### config.mk
export PLATFORM = sky130hd
export DESIGN_NAME = cp2_rx_fifo
export DESIGN_NICKNAME = d
export VERILOG_FILES = /design/src/rtl/cp2_rx_fifo.sv
export SDC_FILE = /design/constraint.sdc
export NUM_CORES = 1
export LEC_CHECK = 0
export ABC_AREA = 1
export CORE_MARGIN = 10
export CORE_UTILIZATION = 35
export DETAILED_ROUTE_END_ITERATION = 16
export PLACE_DENSITY = 0.52
export RECOVER_POWER = 50
export REMOVE_ABC_BUFFERS = 1
export SETUP_SLACK_MARGIN = 0.3
export SLEW_MARGIN = 20
export SYNTH_ARGS = -nofsm -noshare
export SYNTH_HDL_FRONTEND = slang
export SYNTH_SLANG_ARGS = --single-unit
### constraint.sdc
create_clock -name clk -period 5.25 [get_ports clk]
set_input_delay 1.05 -clock clk [delete_from_list [all_inputs] [get_ports clk]]
set_output_delay 1.05 -clock clk [all_outputs]
set_load 0.02 [all_outputs]
### src/rtl/cp2_rx_fifo.sv
// cp2_rx_fifo: first-word fall-through receive queue for CP2 channel-0 writes.
//
// Words written by the MEM stage (cp2_tdata_0 / cp2_tds_0) are queued.
// They are presented head-first on rx_data / rx_valid, and the consumer
// takes a word with rx_ready. A word pushed into an empty queue becomes
// visible one cycle later, because there is no empty bypass.
//
// Ports:
//   clk           single clock; all state changes on its rising edge
//   reset         asynchronous, active-high
//   cp2_tdata_0   [31:0] write data
//   cp2_tds_0     write strobe, one word per cycle
//   cp2_full_0    registered full indication (pipeline stall source)
//   rx_data       [31:0] head-of-queue word (don't-care while rx_valid=0)
//   rx_valid      queue not empty
//   rx_ready      consumer accepts rx_data
//   rx_count      [AW:0] occupancy, 0..DEPTH
//   overflow      sticky dropped-write flag
//   overflow_clr  clears overflow
//
// Optional feature: define CP2_RX_OVERFLOW_FLAG_EN to build the sticky
// overflow register. Without it, overflow is tied low and overflow_clr
// is ignored.

module cp2_rx_fifo #(
  parameter int DEPTH = 8,
  parameter int AW    = 3
) (
  input  logic          clk,
  input  logic          reset,
  input  logic [31:0]   cp2_tdata_0,
  input  logic          cp2_tds_0,
  output logic          cp2_full_0,
  output logic [31:0]   rx_data,
  output logic          rx_valid,
  input  logic          rx_ready,
  output logic [AW:0]   rx_count,
  output logic          overflow,
  input  logic          overflow_clr
);

  localparam logic [AW:0] DEPTH_C = (AW+1)'(DEPTH);

  logic [31:0]   mem [DEPTH];
  logic [AW-1:0] wr_ptr;
  logic [AW-1:0] rd_ptr;
  logic [AW:0]   count_q;
  logic [AW:0]   count_nxt;
  logic          full_q;
  logic          pop;
  logic          push;
  logic          drop;

  // A full queue still accepts a write when a pop frees a slot in the same cycle.
  assign pop  = (count_q != '0) && rx_ready;
  assign push = cp2_tds_0 && (!full_q || pop);
  assign drop = cp2_tds_0 && full_q && !pop;

  always_comb begin
    count_nxt = count_q;
    if (push && !pop)
      count_nxt = count_q + 1'b1;
    else if (pop && !push)
      count_nxt = count_q - 1'b1;
  end

  // Pointer wrap modulo DEPTH relies on DEPTH being a power of two.
  always_ff @(posedge clk or posedge reset) begin
    if (reset) begin
      wr_ptr  <= '0;
      rd_ptr  <= '0;
      count_q <= '0;
      full_q  <= 1'b0;
    end else begin
      if (push)
        wr_ptr <= wr_ptr + 1'b1;
      if (pop)
        rd_ptr <= rd_ptr + 1'b1;
      count_q <= count_nxt;
      full_q  <= (count_nxt == DEPTH_C);
    end
  end

  // Storage is deliberately left out of reset.
  always_ff @(posedge clk) begin
    if (push)
      mem[wr_ptr] <= cp2_tdata_0;
  end

  assign rx_data    = mem[rd_ptr];
  assign rx_valid   = (count_q != '0);
  assign rx_count   = count_q;
  assign cp2_full_0 = full_q;

`ifdef CP2_RX_OVERFLOW_FLAG_EN
  logic overflow_q;

  // Set has priority over clear when a drop and a clear coincide.
  always_ff @(posedge clk or posedge reset) begin
    if (reset)
      overflow_q <= 1'b0;
    else if (drop)
      overflow_q <= 1'b1;
    else if (overflow_clr)
      overflow_q <= 1'b0;
  end

  assign overflow = overflow_q;
`else
  logic unused_ovf;

  assign unused_ovf = overflow_clr ^ drop;
  assign overflow   = 1'b0;
`endif

endmodule

## Word-level counts from Yosys, hierarchy flattened

Memories as Yosys holds them, arrays and structs flattened.
Index checks and enable logic that the tools add are counted.
Widths: inputs -> output; s select.

| word-level totals | value |
|---|---|
| bits in registers | 11 |
| bits in latches | 0 |
| memory bits (writable) | 256 |
| bits in read-only memories | 0 |
| input bits | 37 |
| word-level logic and storage cells | 23 |
| memories kept | 1 |

| operators by class | value |
|---|---|
| add/sub/neg operators | 4 |
| multiply operators | 0 |
| div/mod/pow operators | 0 |
| $lt $le $gt $ge | 0 |
| eq/ne operators | 1 |
| shift-type cells | 0 |
| mux-type cells | 4 |
| bitwise gates (word level) | 0 |
| reductions and logical operators | 9 |

Memories:

| name | words | width | read ports | clocked after Yosys merged registers in | write ports | line | RTL |
|---|---|---|---|---|---|---|---|
| mem | 8 | 32 | 1 | 0 | 1 | 44 | `logic [31:0] mem [DEPTH];` |

Operators by type and width:

| operator | count |
|---|---|
| $mux 4 | 2 |
| $add 3x1->3 const B | 2 |
| $add 4x1->4 const B | 1 |
| $eq 4x4->1 const B | 1 |
| $logic_and 1x1->1 | 4 |
| $reduce_bool 4->1 | 1 |
| $sub 4x1->4 const B | 1 |
| $logic_not 1->1 | 3 |
| $mux 1 | 2 |
| $logic_or 1x1->1 | 1 |

## Depth between registers and ports, before layout

Gate-level depths: netlist of run 1.

| logic depth | value |
|---|---|
| depth in word-level cells | 9 |
| mapped depth | 10 |
| mapped depth without buffers | 10 |

## Least setup slack after synthesis of run 1

No wires, ideal clock.

| path | value |
|---|---|
| path type | in2reg |
| from | input port cp2_tds_0 |
| to | memory mem[1][0], enable pin |
| library setup time | 421 ps |
| data arrival time | 2770 ps |
| data required time | 4829 ps |
| slack | 2059 ps |
| stages on the path | 4 |
| buffers on the path | 0 |
| cell sequence | inv_1 -> a21oi_4 -> nand2_1 -> nor2_1 |

| between the ends | value |
|---|---|
| cells in the longest elaborated chain, start to end | 3 |

Ends and longest elaborated chain:

| item | line | RTL |
|---|---|---|
| start: declaration | 32 | `input logic cp2_tds_0,` |
| $logic_and 1x1->1 | 56 | `assign push = cp2_tds_0 && (!full_q \|\| pop);` |
| $mux 1 | 86 | `if (push)` |
| $mux 1 (not written as such) | 87 | `mem[wr_ptr] <= cp2_tdata_0;` |
| end: declaration | 44 |  |

No other way between the ends.

## Final worst setup path of run 1

| path | value |
|---|---|
| from | register rd_ptr[0] |
| to | output port rx_data[8] |

| between the ends | value |
|---|---|
| cells in the longest elaborated chain, start to end | 1 |

Ends and longest elaborated chain:

| item | line | RTL |
|---|---|---|
| start: declaration | 46 | `logic [AW-1:0] rd_ptr;` |
| start signal: assignment | 78 | `rd_ptr <= rd_ptr + 1'b1;` |
| $mem_v2 8x32 | -- |  |
| end: declaration | 34 | `output logic [31:0] rx_data,` |

No other way between the ends.

==> results.yml, run 1 <==
clock_network:
  htree_num_levels: 1
  cts-resized-gates: 0
  holdBufCountCts: 0
  clockBufferDepth: 3
  ctsRootBufferMaster: "clkbuf_16"
  clk_pin_slew_ps: 60
  cts_setup_buffers: 0
  worstSkewPairLatency_ps: 530
  numCtsBuffers: 28
  cts_tree: "done"
  cts_sinks: 267
final_layout:
  fill_cells: 2771
  finalInstanceArea_mm2: 0.0127
  regArea_mm2: 0.00797
  multi_input_area_mm2: 0.00238
  fin_util_pct: 42.4
  area_delta_synth_final_pct: 18.7
  drive_above_1_share_pct: 7.68
  final_nets: 931
global_route:
  grt-ovfl-total: 0
  grt_max_degree: 109
  first_global_vias: 6508
  grt_pass1_wl_um: 37400
  grt_usage_pct: 12.2
  antenna_found_initial: 2
setup_path:
  arrival_ps: 3200
  cpPeakStageDelay_ps: 620
  path_max_fanout: 58
  crit_path_end_kind: "primary output"
  reg2reg_depth: 8
  cp_num_buf_inv: 3
  worstSetupStartpointType: "register"
  slowest_stage: "clkdlybuf4s50_1"
  critPathKind: "register to primary output"
  path_delay_family: "buffers and inverters"
  reg2reg_from: "rx_count[0]"
  r2r_slack_ps: 1800
  crit_top_cell: "nand2_1"
  crit_chain: "inv_4 > buf_4 > nor2_1 > o32ai_1 > nand2_1 > nand2_1 > clkdlybuf4s50_1"
  r2r-end: "mem[3][7]"
  crit_required_ps: 4200
die:
  die-height_um: 195
  fp.dieW_um: 195
  initial_core_util_pct: 35.7
  core-area_mm2: 0.0299
  dieArea_mm2: 0.0379
  io_pins: 76
  rows: 63
route:
  routed_wirelength_um: 23700
  drt_first_pass_iters: 5
  drc_errors: 0
  wl_per_cell_um: 18.2
  vias: 6408
  viasPerCell: 4.91
  drt_iter0_drc: 349
  ant_nets: 0
synth:
  synth-seq-cells: 267
  synth_area_mm2: 0.0107
  ys_seq_area_share_pct: 74.6
  ys_top_cells_by_area: "edfxtp_1, nor2_1, o32ai_1, nand2_1, o21ai_0"
  ys_warn_count: 0
  synth_top_area_share_pct: 72.0
  synth.distinct_cells: 30
  syn-instance-count: 823
  post-synth-top-area-cell: "edfxtp_1"
  syn_area_per_cell_um2: 13.0
sta:
  slew_headroom_pct: 32.5
  hold_ws_ps: 531
  max_freq_mhz: 235
  report.final.slew_viol_count: 0
  clock_skew_ps: 5.37
  setup_viol: 0
  worstMarginPinSlew_ps: 1010
  rsz0062_at_grt: "no"
  finalHoldViolations: 0
  fin_setup_tns_ps: 0
  finalCriticalPeriod_ps: 4250
  fin_crit_sh_pct: 81.0
  layout_setup_ws_ps: 997
placed_design:
  gp_congestion: 0.743
  place_area_mm2: 0.0118
  dp_hpwl_um: 13100
  port_buffers: 73
  dp_slack_ps: 1350
worst_hold_path:
  hold_depth: 2
  hp-class: "register to register"
  min_to: "wr_ptr[0]"
  min-delay-start: "wr_ptr[0]"
outcome:
  outcome: "finished clean"
pwr:
  peakVddDrop_mv: 0.371
  p_leak_nw: 4.34
  power_density_mw_per_mm2: 595
job:
  maxCapViolations: 0
worst max path at each step:
stage,start,endpoint,slack (ps),depth (start not counted)
finish,rd_ptr[0],rx_data[8],1000,7
global route,rd_ptr[0],rx_data[12],730,7
CTS,rd_ptr[0],rx_data[10],770,6
detailed placement,rd_ptr[0],rx_data[10],1350,6
global placement,rd_ptr[0],rx_data[10],1360,6
floorplan,rd_ptr[0],rx_data[0],240,5
report_power, final:
| group | total (mW) | internal, mW | switching, mW |
|---|---|---|---|
| Sequential | 2.91 | 2.70 | 0.208 |
| Clock | 1.87 | 1.10 | 0.768 |
| Combinational | 2.76 | 1.02 | 1.75 |
synth_stat cells, drive strengths merged:
master / n
inv: 18
nor2: 205
xor2: 4
nand3: 6
nand2: 129
clkbuf: 23
a21oi: 3
nand4: 2
xnor2: 1
edfxtp: 256
ha: 4
buf: 28
clkinv: 1
o32ai: 64
conb: 1
or2: 2
o21ai: 65
dfrtp: 11
layout make-up:
class                           instances  share of cell area (%)
Clock buffer                           33                    5.85
Sequential cell                       267                    62.9
Antenna cell                            3                  0.0592
Inverter                               19                   0.583
Timing Repair Buffer                   88                    6.88
Tap cell                              390                    3.85
Clock inverter                         18                    1.09
Multi-Input combinational cell        486                    18.8
worst min-delay path, stage by stage (launching register included):
cell	delay [ps]
dfrtp_1	380
nand2_1	60
nand2_1	50
routing by layer:
metal / vias up / track usage (%) / routed length [um]
met5: - / 0 / 0
met4: 0 / 3.01 / 395
met3: 33 / 2.96 / 1290
met2: 116 / 20.2 / 11200
met1: 3154 / 15.7 / 10900
li1: 3105 / - / -
cells by family after synthesis:
| kind of cell | after synthesis | synth area share (%) |
|---|---|---|
| AO/OA/AOI/OAI | 132 | 8.54 |
| other | 1 | 0.0351 |
| flip-flops | 267 | 74.6 |
| AND/OR/NAND/NOR | 344 | 12.9 |
| XOR/XNOR | 5 | 0.410 |
| buffers and inverters | 70 | 3.11 |
| adder cells (fa/ha/maj) | 4 | 0.469 |
cells in the final DEF (no fill, tap or decap):
cell type / n
a21oi_1: 3
buf_12: 2
buf_4: 12
buf_6: 1
bufinv_16: 2
clkbuf_1: 4
clkbuf_16: 29
clkdlybuf4s50_1: 39
clkinv_1: 8
clkinv_2: 7
clkinv_4: 1
clkinvlp_4: 1
conb_1: 1
dfrtp_1: 9
dfrtp_4: 2
diode_2: 3
dlygate4sd3_1: 34
edfxtp_1: 256
ha_1: 4
inv_1: 16
inv_2: 1
inv_4: 1
nand2_1: 128
nand2_4: 1
nand3_1: 5
nand3_2: 1
nand4_1: 2
nor2_1: 196
nor2_2: 1
nor2_4: 8
o21ai_0: 65
o32ai_1: 64
or2_0: 2
xnor2_1: 1
xor2_1: 4
registers in the layout (all words and copies together) (netlist names):
signal,flops
mem,256
wr_ptr,3
cp2_full_0,1
rx_count,4
rd_ptr,3
per-stage QoR:
step | power [mW] | std cells
after global placement | 5.78 | 1250
after CTS | 7.69 | 1301
final | 7.54 | 1304
after floorplan | 4.56 | 772
after detailed placement | 5.81 | 1250
after global routing | 8.05 | 1302
No activity file was read; power rests on OpenSTA's default activity.
==> run 2: changes to the inputs <==
==> constraint.sdc (replaced) <==
create_clock -name clk -period 4.1 [get_ports clk]
set_input_delay 0.82 -clock clk [delete_from_list [all_inputs] [get_ports clk]]
set_output_delay 0.82 -clock clk [all_outputs]
set_load 0.02 [all_outputs]
==> run 2 against run 1 <==
  * Clock skew rose by 14 ps
  * Worst hold slack improved by 10 ps
  * Sequential cell count is the same
  * Sequential power grew 26%
  * Via count about the same
  * Setup slack lost 480 ps
  * First-iteration DRC count grew 12%
  * Register-to-register slack got worse by 1000 ps
  * Critical endpoint is now rx_data[25]
  * Largest power group is now combinational cells
==> results.yml, run 2 (synthesis results as in run 1) <==
final_layout:
  fin_util_pct: 42.7
  fill_cells: 2741
  drive_above_1_share_pct: 7.53
  layout_commonest_cell: "edfxtp_1"
  final_nets: 938
  area_delta_synth_final_pct: 19.5
  largest_reg_flops: 256
  regMostFlops: "mem"
  layout_common_cells: "edfxtp_1, nor2_1, nand2_1, o21ai_0, o32ai_1"
clock_network:
  clockBufferDepth: 3
  cts_tree: "done"
  htree_num_levels: 1
  cts_sinks: 267
  ctsRootBufferMaster: "clkbuf_16"
  clk_pin_slew_ps: 60
  holdBufCountCts: 0
  numCtsBuffers: 29
  worstSkewPairLatency_ps: 540
route:
  viasPerCell: 4.90
  highest_layer: "met5"
  drt_first_pass_iters: 4
  wl_met1_um: 11500
  drc_errors: 0
  wl_met3_um: 1340
  vias: 6407
  ant_nets: 0
  wl_per_cell_um: 18.5
  met2_wirelength_um: 11000
  routed_wirelength_um: 24200
  drt_iter0_drc: 392
sta:
  max_freq_mhz: 279
  fin_crit_sh_pct: 87.3
  setup_viol: 0
  hold_ws_ps: 541
  clock_skew_ps: 19.0
  finalHoldViolations: 0
  finalCriticalPeriod_ps: 3580
  rsz0062_at_grt: "no"
  slew_headroom_pct: 36.8
  report.final.slew_viol_count: 0
  worstMarginPinSlew_ps: 949
pwr:
  p_leak_nw: 4.36
  seq_power_share_pct: 37.4
  p_int_mw: 6.24
  p_comb_share_pct: 38.1
  switchingPower_mw: 3.55
  swShare_pct: 36.2
  peakVddDrop_mv: 0.450
  power_density_mw_per_mm2: 767
  pwr-share-clk_pct: 24.5
die:
  io_pins: 76
  core-area_mm2: 0.0299
  fp.dieW_um: 195
  dieArea_mm2: 0.0379
  die-height_um: 195
  rows: 63
  initial_core_util_pct: 35.7
global_route:
  grt_usage_pct: 12.2
  grt-ovfl-total: 0
  grt_pass1_wl_um: 37000
  first_global_vias: 6281
  grt_max_degree: 130
  antenna_found_initial: 2
setup_path:
  worstSetupStartpointType: "register"
  path_max_fanout: 44
  arrival_ps: 2760
  crit_path_end_kind: "primary output"
  crit_required_ps: 3280
  critPathKind: "register to primary output"
outcome:
  outcome: "finished clean"
placed_design:
  port_buffers: 73
  dp_hpwl_um: 12700
  gp_congestion: 0.777
worst_hold_path:
  hp-class: "register to register"
job:
  maxCapViolations: 0
run 2: changes by cell type in the layout (fill, tap and decap cells not counted), sizes merged:
cell           before  now
clkdlybuf4s50      39   40
clkbuf             33   38
clkinvlp            1    2
diode               3    1
clkinv             16   11
dlygate4sd3        34   33
buf                15   19
run 2: worst paths after layout:
check	startpoint	endpoint	slack [ps]	cells after the start
max	rd_ptr[0]	rx_data[25]	520	7
min	wr_ptr[0]	wr_ptr[0]	540	2
max reg2reg	rx_count[0]	mem[4][24]	800	9
min reg2reg	wr_ptr[0]	wr_ptr[0]	540	2
max in group asynchronous	reset	rd_ptr[1]	3040	2
min in group asynchronous	reset	wr_ptr[0]	710	2
run 2: per-stage QoR:
| stage | TNS [ps] | area, um^2 | worst slack (ps) | power, mW | std cells |
|---|---|---|---|---|---|
| finish | 0 | 12800 | 521 | 9.79 | 1307 |
| global route | 0 | 12800 | 328 | 10.4 | 1306 |
| CTS | 0 | 12800 | 339 | 9.93 | 1305 |
| detailed placement | 0 | 11900 | 868 | 7.51 | 1255 |
| global placement | 0 | 11900 | 875 | 7.49 | 1255 |
| floorplan | -21870 | 10400 | -683 | 5.84 | 772 |
run 2: what timing repair did:
| action | 4_1_cts | 5_1_grt |
|---|---|---|
| resized for setup | 1 | 1 |
| setup buffers | 0 | 1 |
| endpoints found under the setup margin | 1 | 14 |
run 2: routing by layer:
layer,vias up,GRT usage (%)
li1,3114,-
met5,-,0
met3,28,2.65
met1,3139,16.7
met4,2,2.87
met2,124,19.2
run 2: critical path: stages (launching register included):
cell and delay (ps):
dfrtp_4 510, inv_8 240, buf_12 260, nor2_1 70
o32ai_1 280, nand2_1 90, nand2_1 120, clkdlybuf4s50_1 630
run 2: power by group through the flow:
stage / registers (mW) / clock network [mW] / logic [mW]
after detailed placement: 3.75 / 0 / 3.76
after floorplan: 3.88 / 0 / 1.96
after global placement: 3.75 / 0 / 3.75
final: 3.66 / 2.40 / 3.73
after CTS: 3.70 / 2.46 / 3.77
after global routing: 3.70 / 2.58 / 4.15
run 2: final cells by class:
type | instances | area (um^2) | area share, %
antenna | 1 | 2.50 | 0.0196
clock buffer | 36 | 752 | 5.89
clock inverter | 14 | 120 | 0.941
inverter | 19 | 78.8 | 0.618
multi-input combinational | 486 | 2380 | 18.7
sequential | 267 | 7970 | 62.5
tap | 390 | 488 | 3.82
timing repair buffer | 94 | 968 | 7.59
==> run 3: changes to the inputs <==
--- a/config.mk
+++ b/config.mk
@@ -6,10 +6,13 @@
 export NUM_CORES = 1
 export LEC_CHECK = 0
 export ABC_AREA = 1
+export CELL_PAD_IN_SITES_DETAIL_PLACEMENT = 0
+export CELL_PAD_IN_SITES_GLOBAL_PLACEMENT = 1
 export CORE_MARGIN = 10
 export CORE_UTILIZATION = 35
 export DETAILED_ROUTE_END_ITERATION = 16
-export PLACE_DENSITY = 0.52
+export GPL_TIMING_DRIVEN = 0
+export PLACE_DENSITY = 0.61
 export RECOVER_POWER = 50
 export REMOVE_ABC_BUFFERS = 1
 export SETUP_SLACK_MARGIN = 0.3
==> run 3 against run 2 <==
  * Sequential cell count unchanged
  * Global-route usage rose by 0.70 points
  * Final cell count rose by 0.46%
  * First-iteration DRC count fell by 14%
  * Design area grew 2.6%
  * Fmax down 1.0%
  * Total power grew 3.1%
  * Largest power group unchanged
  * Highest routed layer is now met4
==> results.yml, run 3 (synthesis results as in run 1) <==
outcome:
  outcome: "finished clean"
clock_network:
  ctsRootBufferMaster: "clkbuf_16"
  worstSkewPairLatency_ps: 540
  numCtsBuffers: 29
  clk_pin_slew_ps: 60
  clockBufferDepth: 3
  cts_sinks: 267
  holdBufCountCts: 0
  htree_num_levels: 1
  cts_tree: "done"
route:
  viasPerCell: 4.94
  drc_errors: 0
  drt_iter0_drc: 336
  vias: 6491
  wl_per_cell_um: 19.2
  ant_nets: 0
  routed_wirelength_um: 25200
  drt_first_pass_iters: 4
pwr:
  swShare_pct: 36.4
  power_density_mw_per_mm2: 771
  seq_power_share_pct: 36.3
  pwr-share-clk_pct: 24.6
  peakVddDrop_mv: 0.336
  p_leak_nw: 4.52
  p_int_mw: 6.42
  p_comb_share_pct: 39.1
  switchingPower_mw: 3.67
setup_path:
  path_max_fanout: 15
  crit_required_ps: 4340
  arrival_ps: 3850
  worstSetupStartpointType: "register"
  crit_path_end_kind: "register"
  critPathKind: "register to register"
die:
  io_pins: 76
  rows: 63
  core-area_mm2: 0.0299
  initial_core_util_pct: 35.7
  die-height_um: 195
  fp.dieW_um: 195
  dieArea_mm2: 0.0379
final_layout:
  finalInstanceArea_mm2: 0.0131
  area_delta_synth_final_pct: 22.7
  layout_commonest_cell: "edfxtp_1"
  regMostFlops: "mem"
  layout_common_cells: "edfxtp_1, nor2_1, nand2_1, o21ai_0, o32ai_1"
  largest_reg_flops: 256
  drive_above_1_share_pct: 9.03
  final_nets: 940
global_route:
  grt_usage_pct: 12.9
  grt_max_degree: 71
  first_global_vias: 6572
  antenna_found_initial: 5
  grt_pass1_wl_um: 38600
  grt-ovfl-total: 0
sta:
  worstMarginPinSlew_ps: 1100
  finalCriticalPeriod_ps: 3620
  setup_viol: 0
  fin_crit_sh_pct: 88.2
  hold_ws_ps: 531
  slew_headroom_pct: 26.2
  layout_setup_ws_ps: 484
  finalHoldViolations: 0
  report.final.slew_viol_count: 0
  rsz0062_at_grt: "no"
  clock_skew_ps: 15.6
  max_freq_mhz: 277
placed_design:
  port_buffers: 73
  place_area_mm2: 0.0122
  dp_slack_ps: 380
  dp_hpwl_um: 13700
  gp_congestion: 0.702
job:
  maxCapViolations: 0
worst_hold_path:
  hp-class: "register to register"
run 3: power by group through the flow:
stage	combinational [mW]	sequential (mW)	clock, mW
after floorplan	1.96	3.88	0
after global placement	3.32	4.11	0
after detailed placement	3.82	3.81	0
after CTS	4.01	3.70	2.55
after global routing	4.39	3.70	2.67
final	3.95	3.66	2.48
run 3: path summary, 6_finish.rpt:
| check | from | endpoint | slack, ps | cells after the start |
|---|---|---|---|---|
| setup / recovery | rx_count[0] | mem[4][4] | 480 | 10 |
| hold / removal | wr_ptr[0] | wr_ptr[0] | 530 | 2 |
| setup reg to reg | rx_count[0] | mem[4][4] | 480 | 10 |
| hold reg to reg | wr_ptr[0] | wr_ptr[0] | 530 | 2 |
| max in group asynchronous | reset | rd_ptr[0] | 3030 | 2 |
| min in group asynchronous | reset | wr_ptr[1] | 730 | 2 |
run 3: repair_timing:
item | 4_1_cts | 5_1_grt
setup buffers | 2 | 1
resized for setup | 9 | 1
endpoints found under the setup margin | 32 | 23
gates cloned | 2 | 0
run 3: cell type report:
| type | count | area [um^2] |
|---|---|---|
| fill | 2730 | 16800 |
| sequential | 267 | 7970 |
| multi-input combinational | 486 | 2370 |
| timing repair buffer | 95 | 1240 |
| clock buffer | 31 | 733 |
| tap | 390 | 488 |
| clock inverter | 20 | 180 |
| inverter | 19 | 90.1 |
| antenna | 4 | 10.0 |
| timing repair inverter | 1 | 8.76 |
run 3: stage by stage:
stage | utilization, % | setup TNS [ps] | instances | total power, mW
2_1_floorplan | - | -21870 | 772 | 5.84
3_3_place_gp | 38.9 | -322010 | 1235 | 7.43
3_5_place_dp | 40.7 | 0 | 1253 | 7.63
4_1_cts | 43.9 | 0 | 1308 | 10.3
5_1_grt | 43.8 | 0 | 1311 | 10.8
6_report | 43.8 | 0 | 1313 | 10.1
run 3: layer usage:
layer	track usage, %	up-vias	share of wire, %
met4	2.78	0	1.5
met2	21.4	104	47
li1	-	3135	-
met5	0	-	0
met3	2.87	31	5.2
met1	16.8	3221	46
run 3: critical path: stages (launching register included):
cell and delay (ps):
dfrtp_1 420, inv_1 120, ha_1 240, nand2_1 150, nand2_1 190, a21oi_1 380
inv_2 50, or2_0 410, nor2_1 920, buf_16 240, buf_16 170
==> RTL edit: new RTL, flow settings as in run 3 <==
Change the parameter `AW` from 3 to 4.
--- a/src/rtl/cp2_rx_fifo.sv
+++ b/src/rtl/cp2_rx_fifo.sv
@@ -24,7 +24,7 @@
 
 module cp2_rx_fifo #(
   parameter int DEPTH = 8,
-  parameter int AW    = 3
+  parameter int AW    = 4
 ) (
   input  logic          clk,
   input  logic          reset,
Ports: changed (resized rx_count); port bits go from 76 to 77. The function was not compared with the original's and may differ.
==> RTL edit against run 3 <==
- sequential cell count rose by 1
- total power fell by 3.0%
- final cell count rose by 1.4%
- synthesized area rose by 0.49%
- largest power group unchanged
- design area rose by 0.85%
- highest routed layer is now met5
- setup slack got worse by 0.10 ns
- via count rose by 1.9%
- maximum frequency fell by 2.7%
- routed wire length rose by 3.6%
==> RTL edit: results (changes against run 3) <==
final_nets: 959  # +2.0%
dr_wl_met3_mm: 1.50  # +15%
place_congestion: 0.718  # +2.2%
cts_buffer_depth: 3  # unchanged
ys_top_cells_by_count: "edfxtp_1 (256), nor2_1 (205), nand2_1 (129)"
drt_iter0_markers: 361  # +7.4%
grt_max_degree: 75  # +5.6%
yosysSeqAreaShare_pct: 74.4  # -0.13 points
cp.arrival_ns: 2.90  # -0.95 ns
grt_pass1_wl_mm: 39.1  # +1.2%
drive_gt1_share_pct: 8.25  # -0.78 points
hp-class: "reg -> reg"
synth.distinct_cells: 28  # -6.7%
wl_met1_mm: 11.8  # +2.1%
fin_skew_ns: 0.00887  # -0.00670 ns
ys.warnings.count: 0  # unchanged
wl_mm: 26.1  # +3.6%
power.leakage_nw: 4.68  # +3.6%
dpl.hpwl_mm: 14.3  # +4.4%
track_usage_pct: 13.1  # +0.19 points
drtPass1Iterations: 5  # +1
synth_edf_count: 256  # unchanged
largest_reg_flops: 256  # unchanged
highest_layer: "met5"
ir_worst_vdd_uv: 350  # +4.2%
cts_buffers: 28  # -3.4%
crit_fanout: 50  # +35
vias: 6615  # +1.9%
status: "finished clean"
clockRootBuffer: "clkbuf_16"
synth_area_leaders: "edfxtp_1 (72%), nor2_1 (7.2%), o32ai_1 (5.2%)"
antenna_found_initial: 3  # -2
wl_met2_mm: 12.5  # +4.6%
insertion_delay_ns: 0.53
post-place-ws_ns: 0.210  # -0.170 ns
grt_pass1_vias: 6539  # -0.50%
regMostFlops: "mem"
async_flop_share_pct: 4.48  # +0.36 points
io_buffers: 74  # +1.4%
fillers: 2790  # +2.2%
worst_pin_slew_ns: 0.981  # -0.122 ns
cts-htree-levels: 1  # unchanged
clk_pin_slew_ns: 0.06  # about the same
-- RTL edit: area by class of cell --
type                       count  area, um2  area share, %
timing repair inverter         1       11.3         0.0853
clock inverter                 8       38.8          0.294
antenna                        2       5.00         0.0379
timing repair buffer          99       1350           10.2
clock buffer                  38        759           5.75
multi-input combinational    498       2440           18.5
tap                          396        495           3.75
sequential                   268       8000           60.5
inverter                      21        106          0.805
-- RTL edit: timing repair --
action / in CTS / in global routing
hold endpoints to repair: 0 / 0
gates cloned: 3 / 2
resized for setup: 20 / 21
buffers inserted: 1 / 1
endpoints found under the setup margin: 32 / 24
-- RTL edit: kinds of logic after synthesis --
logic type | synth area share (%)
simple gates | 12.9
flops | 74.4
compound gates | 8.57
buf+inv | 2.94
xor+xnor | 0.490
fa+ha+maj | 0.583
other cells | 0.0350
-- RTL edit: stage by stage --
stage / std cells / setup TNS (ns) / cell area [um2]
3_5_place_dp: 1276 / 0 / 12300
3_3_place_gp: 1257 / -538.67 / 11700
6_report: 1331 / 0 / 13200
2_1_floorplan: 787 / -49.19 / 10500
5_1_grt: 1329 / 0 / 13200
4_1_cts: 1326 / 0 / 13100
-- RTL edit: critical path, stage by stage, from the launching register on --
cell,delay [ns]
dfrtp_4,0.59
buf_12,0.23
buf_16,0.22
clkinv_16,0.15
bufbuf_16,0.33
nor2_1,0.05
o32ai_1,0.25
nand2_1,0.08
nand2_1,0.10
dlygate4sd2_1,0.35
-- RTL edit: final timing paths --
path / startpoint / endpoint / slack [ns] / depth (start not counted)
min in group asynchronous: reset / wr_ptr[2] / 0.75 / 2
max in group asynchronous: reset / rd_ptr[1] / 3.00 / 2
min: wr_ptr[0] / wr_ptr[0] / 0.53 / 2
max reg2reg: rx_count[0] / mem[5][13] / 0.70 / 13
max: rd_ptr[0] / rx_data[13] / 0.38 / 9
min reg2reg: wr_ptr[0] / wr_ptr[0] / 0.53 / 2
-- RTL edit: power by group --
group | total [mW] | switching [mW] | leakage (nW) | internal, mW
combinational | 3.88 | 2.41 | 1.82 | 1.47
clock | 2.22 | 0.945 | 0.390 | 1.28
sequential | 3.68 | 0.269 | 2.47 | 3.41
total | 9.79 | 3.63 | 4.68 | 6.16
-- RTL edit: metal layers --
layer	vias up	global-route usage, %
li1	3178	-
met1	3253	17.2
met2	151	21.7
met3	31	2.79
met4	2	2.80
met5	-	0
